[src/rtl/ws2812_pkg.sv]
// Shared WS2812B definitions: pixel layout, BGR byte offsets and ns-to-cycle conversion.
// Used by both the transmitter and the receiver.
package ws2812_pkg;

    typedef struct packed {
        logic [7:0] g;
        logic [7:0] r;
        logic [7:0] b;
    } pixel_t;

    localparam int BYTES_PER_PIXEL = 3;
    localparam int BYTE_OFFSET_B   = 0;
    localparam int BYTE_OFFSET_G   = 1;
    localparam int BYTE_OFFSET_R   = 2;

    typedef enum logic [1:0] {
        S_WAIT_RESET,
        S_IDLE,
        S_HIGH,
        S_LOW
    } rx_state_t;

    // Ceiling conversion so a timing limit is never shortened by rounding.
    function automatic int ns_to_cycles(input longint t_ns, input longint clock_hz);
        return int'((t_ns * clock_hz + 64'sd999_999_999) / 64'sd1_000_000_000);
    endfunction

    // Bytes arrive G, R, B on the wire; map the wire position to the BGR buffer offset.
    function automatic int wire_byte_offset(input int byte_index);
        return (byte_index == 0) ? BYTE_OFFSET_G :
               (byte_index == 1) ? BYTE_OFFSET_R : BYTE_OFFSET_B;
    endfunction

endpackage

[src/rtl/ws2812b_rx_sync.sv]
// Two-flop synchroniser for an asynchronous line, with single-cycle rise/fall strobes
// derived from a registered copy of the synchronised level.
module ws2812b_rx_sync (
    input  logic clock,
    input  logic reset,
    input  logic serial_in,
    output logic level,
    output logic rise,
    output logic fall
);

    logic meta;
    logic prev;

    always_ff @(posedge clock) begin
        if (reset) begin
            meta  <= 1'b0;
            level <= 1'b0;
            prev  <= 1'b0;
        end else begin
            meta  <= serial_in;
            level <= meta;
            prev  <= level;
        end
    end

    assign rise = level & ~prev;
    assign fall = ~level & prev;

endmodule

[src/rtl/ws2812b_rx.sv]
// WS2812B receiver: classifies high pulses by width into bits, assembles GRB bytes and
// writes them into a BGR888 pixel buffer; reports frame end and protocol errors.
module ws2812b_rx
    import ws2812_pkg::*;
#(
    parameter int CLOCK_HZ       = 12_000_000,
    parameter int NUMBER_OF_LEDS = 16,
    parameter int THRESHOLD_NS   = 400,
    parameter int MAX_HIGH_NS    = 850,
    parameter int RESET_NS       = 50_000,
    localparam int ADDR_W        = $clog2(NUMBER_OF_LEDS * 3),
    localparam int COUNT_W       = $clog2(NUMBER_OF_LEDS + 1)
) (
    input  logic               clock,
    input  logic               reset,
    input  logic               serial_in,
    output logic [ADDR_W-1:0]  pixel_address,
    output logic               pixel_write,
    output logic [7:0]         pixel_data,
    output logic               frame_done,
    output logic [COUNT_W-1:0] frame_led_count,
    output logic               error
);

    localparam int THRESHOLD_CYC = ns_to_cycles(longint'(THRESHOLD_NS), longint'(CLOCK_HZ));
    localparam int MAX_HIGH_CYC  = ns_to_cycles(longint'(MAX_HIGH_NS), longint'(CLOCK_HZ));
    localparam int RESET_CYC     = ns_to_cycles(longint'(RESET_NS), longint'(CLOCK_HZ));
    localparam int HIGH_W        = $clog2(MAX_HIGH_CYC + 2);
    localparam int LOW_W         = $clog2(RESET_CYC + 1);

    logic level;
    logic rise;
    logic fall;

    ws2812b_rx_sync u_sync (
        .clock     (clock),
        .reset     (reset),
        .serial_in (serial_in),
        .level     (level),
        .rise      (rise),
        .fall      (fall)
    );

    logic [HIGH_W-1:0]  high_count;
    logic [LOW_W-1:0]   low_count;
    rx_state_t          state;
    rx_state_t          state_next;
    logic [7:0]         shift_reg;
    logic [2:0]         bit_count;
    logic [1:0]         byte_index;
    logic [COUNT_W-1:0] pixel_counter;
    logic               byte_written;
    logic               drop_reported;

    logic               take_bit;
    logic               abort;
    logic               frame_end;
    logic               bit_value;
    logic               long_high;
    logic               low_at_reset;
    logic               partial;
    logic               storing;
    logic [7:0]         shifted;
    logic [ADDR_W-1:0]  byte_address;

    // Both width counters saturate so long idle or stuck periods never wrap into a valid width.
    always_ff @(posedge clock) begin
        if (reset) begin
            high_count <= '0;
            low_count  <= '0;
        end else begin
            if (!level)
                high_count <= '0;
            else if (high_count <= HIGH_W'(MAX_HIGH_CYC))
                high_count <= high_count + HIGH_W'(1);

            if (level)
                low_count <= '0;
            else if (low_count != LOW_W'(RESET_CYC))
                low_count <= low_count + LOW_W'(1);
        end
    end

    assign bit_value    = (high_count >= HIGH_W'(THRESHOLD_CYC));
    assign long_high    = (high_count > HIGH_W'(MAX_HIGH_CYC));
    assign low_at_reset = (low_count == LOW_W'(RESET_CYC));
    assign partial      = (bit_count != 3'd0) || (byte_index != 2'd0);
    assign storing      = (pixel_counter != COUNT_W'(NUMBER_OF_LEDS));
    assign shifted      = {shift_reg[6:0], bit_value};
    assign byte_address = ADDR_W'(int'(pixel_counter) * BYTES_PER_PIXEL
                                  + wire_byte_offset(int'(byte_index)));

    always_ff @(posedge clock) begin
        if (reset)
            state <= S_WAIT_RESET;
        else
            state <= state_next;
    end

    // An over-long high is checked before the falling edge so a pulse one cycle too wide is rejected.
    always_comb begin
        state_next = state;
        take_bit   = 1'b0;
        abort      = 1'b0;
        frame_end  = 1'b0;
        unique case (state)
            S_WAIT_RESET: begin
                if (low_at_reset) begin
                    state_next = S_IDLE;
                    frame_end  = 1'b1;
                end
            end
            S_IDLE: begin
                if (rise)
                    state_next = S_HIGH;
            end
            S_HIGH: begin
                if (long_high) begin
                    state_next = S_WAIT_RESET;
                    abort      = 1'b1;
                end else if (fall) begin
                    state_next = S_LOW;
                    take_bit   = 1'b1;
                end
            end
            S_LOW: begin
                if (rise) begin
                    state_next = S_HIGH;
                end else if (low_at_reset) begin
                    state_next = S_IDLE;
                    frame_end  = 1'b1;
                end
            end
            default: state_next = S_WAIT_RESET;
        endcase
    end

    always_ff @(posedge clock) begin
        if (reset) begin
            pixel_address   <= '0;
            pixel_write     <= 1'b0;
            pixel_data      <= '0;
            frame_done      <= 1'b0;
            frame_led_count <= '0;
            error           <= 1'b0;
            shift_reg       <= '0;
            bit_count       <= '0;
            byte_index      <= '0;
            pixel_counter   <= '0;
            byte_written    <= 1'b0;
            drop_reported   <= 1'b0;
        end else begin
            pixel_write <= 1'b0;
            frame_done  <= 1'b0;
            error       <= 1'b0;

            if (take_bit) begin
                if (!storing) begin
                    // Buffer full: bits are dropped and not tracked as a partial pixel.
                    if (!drop_reported) begin
                        error         <= 1'b1;
                        drop_reported <= 1'b1;
                    end
                end else begin
                    shift_reg <= shifted;
                    bit_count <= bit_count + 3'd1;
                    if (bit_count == 3'd7) begin
                        pixel_write   <= 1'b1;
                        pixel_data    <= shifted;
                        pixel_address <= byte_address;
                        byte_written  <= 1'b1;
                        if (byte_index == 2'd2) begin
                            byte_index    <= 2'd0;
                            pixel_counter <= pixel_counter + COUNT_W'(1);
                        end else begin
                            byte_index <= byte_index + 2'd1;
                        end
                    end
                end
            end

            // A partial pixel cut short by a long high is reported here, not again at frame end.
            if (abort) begin
                error      <= partial;
                bit_count  <= '0;
                byte_index <= '0;
            end

            if (frame_end) begin
                frame_done <= byte_written;
                if (byte_written)
                    frame_led_count <= pixel_counter;
                error         <= partial;
                bit_count     <= '0;
                byte_index    <= '0;
                pixel_counter <= '0;
                byte_written  <= 1'b0;
                drop_reported <= 1'b0;
            end
        end
    end

endmodule
[config.mk]
export PLATFORM = sky130hd
export DESIGN_NAME = ws2812b_rx
export DESIGN_NICKNAME = d
export VERILOG_FILES = /design/src/rtl/ws2812_pkg.sv /design/src/rtl/ws2812b_rx_sync.sv /design/src/rtl/ws2812b_rx.sv
export SDC_FILE = /design/constraint.sdc
export NUM_CORES = 1
export LEC_CHECK = 0
export ABC_AREA = 1
export BUFFER_PORTS_ARGS = -buffer_cell sky130_fd_sc_hd__clkbuf_2
export CORE_MARGIN = 1.5
export CORE_UTILIZATION = 59
export DETAILED_ROUTE_END_ITERATION = 10
export HOLD_SLACK_MARGIN = 0.03
export PLACE_DENSITY_LB_ADDON = 0.2
export SETUP_SLACK_MARGIN = 0.1
export SYNTH_ARGS = -nofsm -noshare
export SYNTH_HDL_FRONTEND = slang
export SYNTH_SLANG_ARGS = --single-unit
[constraint.sdc]
create_clock -name clock -period 2.75 [get_ports clock]
set_input_delay 0.55 -clock clock [delete_from_list [all_inputs] [get_ports clock]]
set_output_delay 0.55 -clock clock [all_outputs]
set_load 0.1 [all_outputs]
# Word-level counts from Yosys, hierarchy flattened
# Cells that the tools add are included.
dict set report totals {
  register_bits 60
  inputBits 3
  out_inout_bits 22
  elab_cells 86
}
dict set report classes {
  addsub 6
  n_mul 1
  n_lt_le_gt_ge 3
  n_eq_ne 11
  muxes 23
  n_bitwise 7
  reduce_logical 17
}
# op n
set op_table {}
lappend op_table {{2-bit two-way mux} 8}
lappend op_table {{1-bit two-way mux} 13}
lappend op_table {{10-bit by 1-bit adder with 10-bit output (second input constant)} 1}
lappend op_table {{10-bit == test (second input constant)} 1}
lappend op_table {{10-bit != test (second input constant)} 1}
lappend op_table {{2-bit == test (second input constant)} 4}
lappend op_table {{2-bit one-hot mux with 4 select lines} 1}
lappend op_table {{2-bit AND reduction} 4}
lappend op_table {{2-bit OR reduction} 4}
lappend op_table {{6-bit by 2-bit adder with 6-bit output} 1}
lappend op_table {{5-bit by 2-bit multiplier with 6-bit output (second input constant)} 1}
lappend op_table {{3-bit OR reduction} 2}
lappend op_table {{5-bit by 1-bit adder with 5-bit output (second input constant)} 1}
lappend op_table {{5-bit != test (second input constant)} 1}
lappend op_table {{1-bit inverter} 5}
lappend op_table {{4-bit by 1-bit adder with 4-bit output (second input constant)} 1}
lappend op_table {{4-bit by 3-bit greater-or-equal comparator with 1-bit output (second input constant)} 1}
lappend op_table {{4-bit > comparator (second input constant)} 1}
lappend op_table {{4-bit <= comparator (second input constant)} 1}
lappend op_table {{2-bit zero test} 2}
lappend op_table {{4-bit AND reduction} 1}
lappend op_table {{3-bit by 1-bit adder with 3-bit output (second input constant)} 1}
lappend op_table {{3-bit == test (second input constant)} 1}
lappend op_table {{3-bit != test (second input constant)} 1}
lappend op_table {{9 further kinds} 10}

# Depth between registers and ports, before layout
dict set report depth {
  word_depth 8
  mapped_depth 10
  ltp_nobuf 10
}

# Hierarchy
# Synthesis repeated with hierarchy kept, for this count alone.
dict set report hier_totals {
  hier_cells 395
  area_unflattened_um2 2974.1
}
# mod instances cells_each area_per_inst_um2 seq_area_each_um2
set modules_own_cells {}
lappend modules_own_cells {ws2812b_rx 1 383 2880.3 1141.1}
lappend modules_own_cells {ws2812b_rx_sync 1 12 93.8 60.1}

# Worst setup path after synthesis
# OpenSTA, ideal clock, no wires.
dict set report synth_timing {
  path_kind {reg2reg}
  startpoint {register pixel_counter[0]}
  endpoint {register pixel_address[5]}
  setup_time_ns 0.122
  arrival_ns 1.982
  t_required_ns 2.628
  slack_ns 0.645
  stages_incl_launch_ff 10
  path_buffers 0
  synth_period_minus_slack_ns 2.105
  path_cell_list {dfxtp_1 inv_1 fa_1 inv_1 ha_1 fa_1 nand3_1 nand2_1 xnor2_1 a21oi_1}
}
dict set report synth_via {
  elab_chain_cells 2
  word_cells_on_any_way 4
  classes_between {add/sub (1); mul (1); eq/ne (1); reduce/logical (1)}
}
# item line
set synth_lines {}
lappend synth_lines {{start: declaration} ws2812b_rx.sv:51} ;# logic [COUNT_W-1:0] pixel_counter;
lappend synth_lines {{start signal: assignment} ws2812b_rx.sv:174} ;# pixel_counter <= pixel_counter + COUNT_W'(1);
lappend synth_lines {{5-bit by 2-bit multiplier with 6-bit output or 5-bit != test (tied branches)} {ws2812b_rx.sv:90, ws2812b_rx.sv:88}}
lappend synth_lines {{6-bit by 2-bit adder with 6-bit output or 3-bit AND reduction (tied branches)} -}
lappend synth_lines {{end signal: assignment} ws2812b_rx.sv:170} ;# pixel_address <= byte_address;
lappend synth_lines {{end: declaration} ws2812b_rx.sv:17} ;# output logic [ADDR_W-1:0] pixel_address,
# Several ways; a longest one is shown, not always the timed one.
# A chain may end at the register's enable or synchronous reset.

# Worst setup path after layout
# Ends and elaborated chain as after synthesis.

==> flow_summary.toml <==
[final_layout]
stdcell_area_um2 = 3300
diodes = 0
final_common_cell = "dfxtp_1"
fillCellCount = 384
seq_area_um2 = 1200
final_cell_mix = "dfxtp_1 (60), nand2_1 (55), nor2_1 (50), inv_1 (43), a21oi_1 (32)"
drive_gt1_frac = 0.162
multi_input_area_um2 = 1480
largest_reg_flops = 10
area_growth_pct = 13.2
nets = 425

[power_and_ir_drop]
p_per_area_nw_per_um2 = 559
p_int_mw = 1.47
vdd_drop_max_mv = 0.376
p_clk_frac = 0.503
combPwrFrac = 0.021
power_frac_seq = 0.476
report.power.total_mw = 1.85
switching_share = 0.206
power.switching_mw = 0.382
p_leak_nw = 1.59

[synthesis]
ys.flop_type = "dfxtp_1"
synth_cell_types = 29
synth_compound_area_frac = 0.117
syn_inst = 368
synth_largest_area_cell = "dfxtp_1"
synth_top_family_by_area = "simple AND/OR/NAND/NOR gates"
async_flop_share = 0
yosys.area_share.xor_xnor = 0.0240
synth_seq_cells = 60
synthSimpleGateAreaFrac = 0.248
synth_area_um2 = 2920
synth.mux.area_fraction = 0
avgSynthCellArea_um2 = 7.93
netlist.area_leader.share = 0.411
synth_edf_count = 0
ys_seq_area_frac = 0.411
synth_warnings = 0
synthAdderAreaFrac = 0.117
synth_fp_nets = 397
synthTopCellsByArea = "dfxtp_1 (41%), ha_1 (10%), nand2_1 (7.1%), nor2_1 (6.4%), inv_1 (5.5%)"

[grt]
antenna_found_initial = 0
grt_pass1_wl_um = 9840
grt-ovfl-total = 0
grtUsageTotal = 0.238
grt_max_degree = 24
grt_pass1_vias = 2273

[sta]
layout_worst_path_cycle_share = 0.845
slew_violations = 0
tns_ns = 0
setup_viol = 0
clock_skew_ns = 0.00655
fmax_mhz = 431
grt_setup_unrepaired = "false"
slew-limit-headroom = 0.639
min_period_ns = 2.32
worstMarginPinSlew_ns = 0.545
finalHoldViolations = 0

[cts]
cts-htree-levels = 3
post_cts.repair.setup_buffers = 0
cts_resized = 0
clock_sinks = 60
clk_pin_slew_worst_paths_ns = 0.07
numCtsBuffers = 9
cts_buffer_depth = 2
cts_tree = "built"
clk_latency_ns = 0.34
ctsRootBufferMaster = "clkbuf_8"
postCtsHoldBufs = 0

[die]
die_h_um = 73.3
std_cell_rows = 25
core-area_um2 = 4750
die_w_um = 73.3
die_area_um2 = 5380
pin_count = 25
start_util = 0.614

[place]
dp_hpwl_um = 3890
portBuffers = 24
gp_congestion = 0.939
placedInstanceArea_um2 = 3070

[setup_path]
cp.required_ns = 2.97
worstSetupPathType = "register to register"
cp_top_family = "adder cells"
crit_path_max_incr_delay_ns = 0.55
critPathBufInv = 2
cp.arrival_ns = 2.54
cp_slowest_cell = "fa_1"
startpoint_type = "register"
path_cells = "inv_1, fa_1, inv_1, ha_1, fa_1, nand3_1, nand2_1, xnor2_1, a21oi_1"
critPathMaxFanout = 6
cp-end-kind = "register"

[drt]
via_count = 2405
drcViolationCount = 0
antenna_left = 0
wl_per_cell_um = 12.2
drt_iter0_drc = 104
dr.pass1.iters = 4
routed_wl_um = 5700
viasPerCell = 5.14

[run_status]
outcome = "finished clean"

[hold_path]
min_path_type = "primary input to register"

[job]
maxCapViolCount = 0
logic make-up (layout without fill, tap and decap cells):
logic type | count (synthesis) | after routing
AO/OA/AOI/OAI | 65 | 65
XOR/XNOR | 8 | 8
adder cells (fa/ha/maj) | 26 | 26
buffers and inverters | 56 | 89
flip-flops | 60 | 60
AND/OR/NAND/NOR | 153 | 153
cell type report:
type                    count  share of cell area
clock buffers              12              0.0500
multi-input cells         252               0.447
inverters                  48              0.0545
flip-flops and latches     60               0.363
clock inverters             4              0.0212
repair buffers             25              0.0386
well taps                  67              0.0254
synthesized netlist by cell type (3+ instances only):
library cell,count
nand2_1,55
buf_6,4
inv_2,5
a21oi_1,32
ha_1,24
inv_1,43
nor2_2,5
xnor2_1,5
o21ai_0,27
dfxtp_1,60
nand3_1,23
xor2_1,3
nand4_1,6
nor2_1,50
a21oi_2,3
nand2_4,3
clkbuf_1,3
worst reg2reg max path, stage by stage (launching register included):
cell and delay (ns):
dfxtp_1 0.44, inv_1 0.13, fa_1 0.55, inv_1 0.04, ha_1 0.21, fa_1 0.42, nand3_1 0.10, nand2_1 0.06
xnor2_1 0.14, a21oi_1 0.09
routing by layer:
metal / GRT usage / share of wire / wire length, um
met3: 0.0480 / 0.027 / 152
met1: 0.302 / 0.48 / 2730
met2: 0.375 / 0.47 / 2680
met4: 0.140 / 0.024 / 135
met5: 0 / 0 / 0
metrics by stage:
stage | hold slack, ns | util | cells | setup WS (ns)
2_1_floorplan | 0.388 | - | 368 | 0.645
3_3_place_gp | 0.392 | 0.646 | 452 | 0.571
3_5_place_dp | 0.401 | 0.646 | 452 | 0.488
4_1_cts | 0.384 | 0.695 | 468 | 0.446
5_1_grt | 0.422 | 0.695 | 468 | 0.249
6_report | 0.394 | 0.695 | 468 | 0.427
power by group through the flow:
stage	Combinational, mW	Clock [mW]	Sequential [mW]
floorplan	0.0278	0	0.898
global placement	0.0370	0	0.899
detailed placement	0.0378	0	0.899
CTS	0.0383	0.938	0.879
global route	0.0449	0.980	0.880
finish	0.0384	0.931	0.879
worst paths after layout:
kind                                 start                             to  slack, ns  depth (start not counted)
max          pixel_counter[0]$_SDFFE_PP0P_  pixel_address[5]$_SDFFE_PP0P_       0.43                          9
min                              serial_in         u_sync.meta$_SDFF_PP0_       0.39                          3
max reg2reg  pixel_counter[0]$_SDFFE_PP0P_  pixel_address[5]$_SDFFE_PP0P_       0.43                          9
min reg2reg         u_sync.meta$_SDFF_PP0_        u_sync.level$_SDFF_PP0_       0.41                          2
Note: power is estimated with default switching activity, not from simulation.
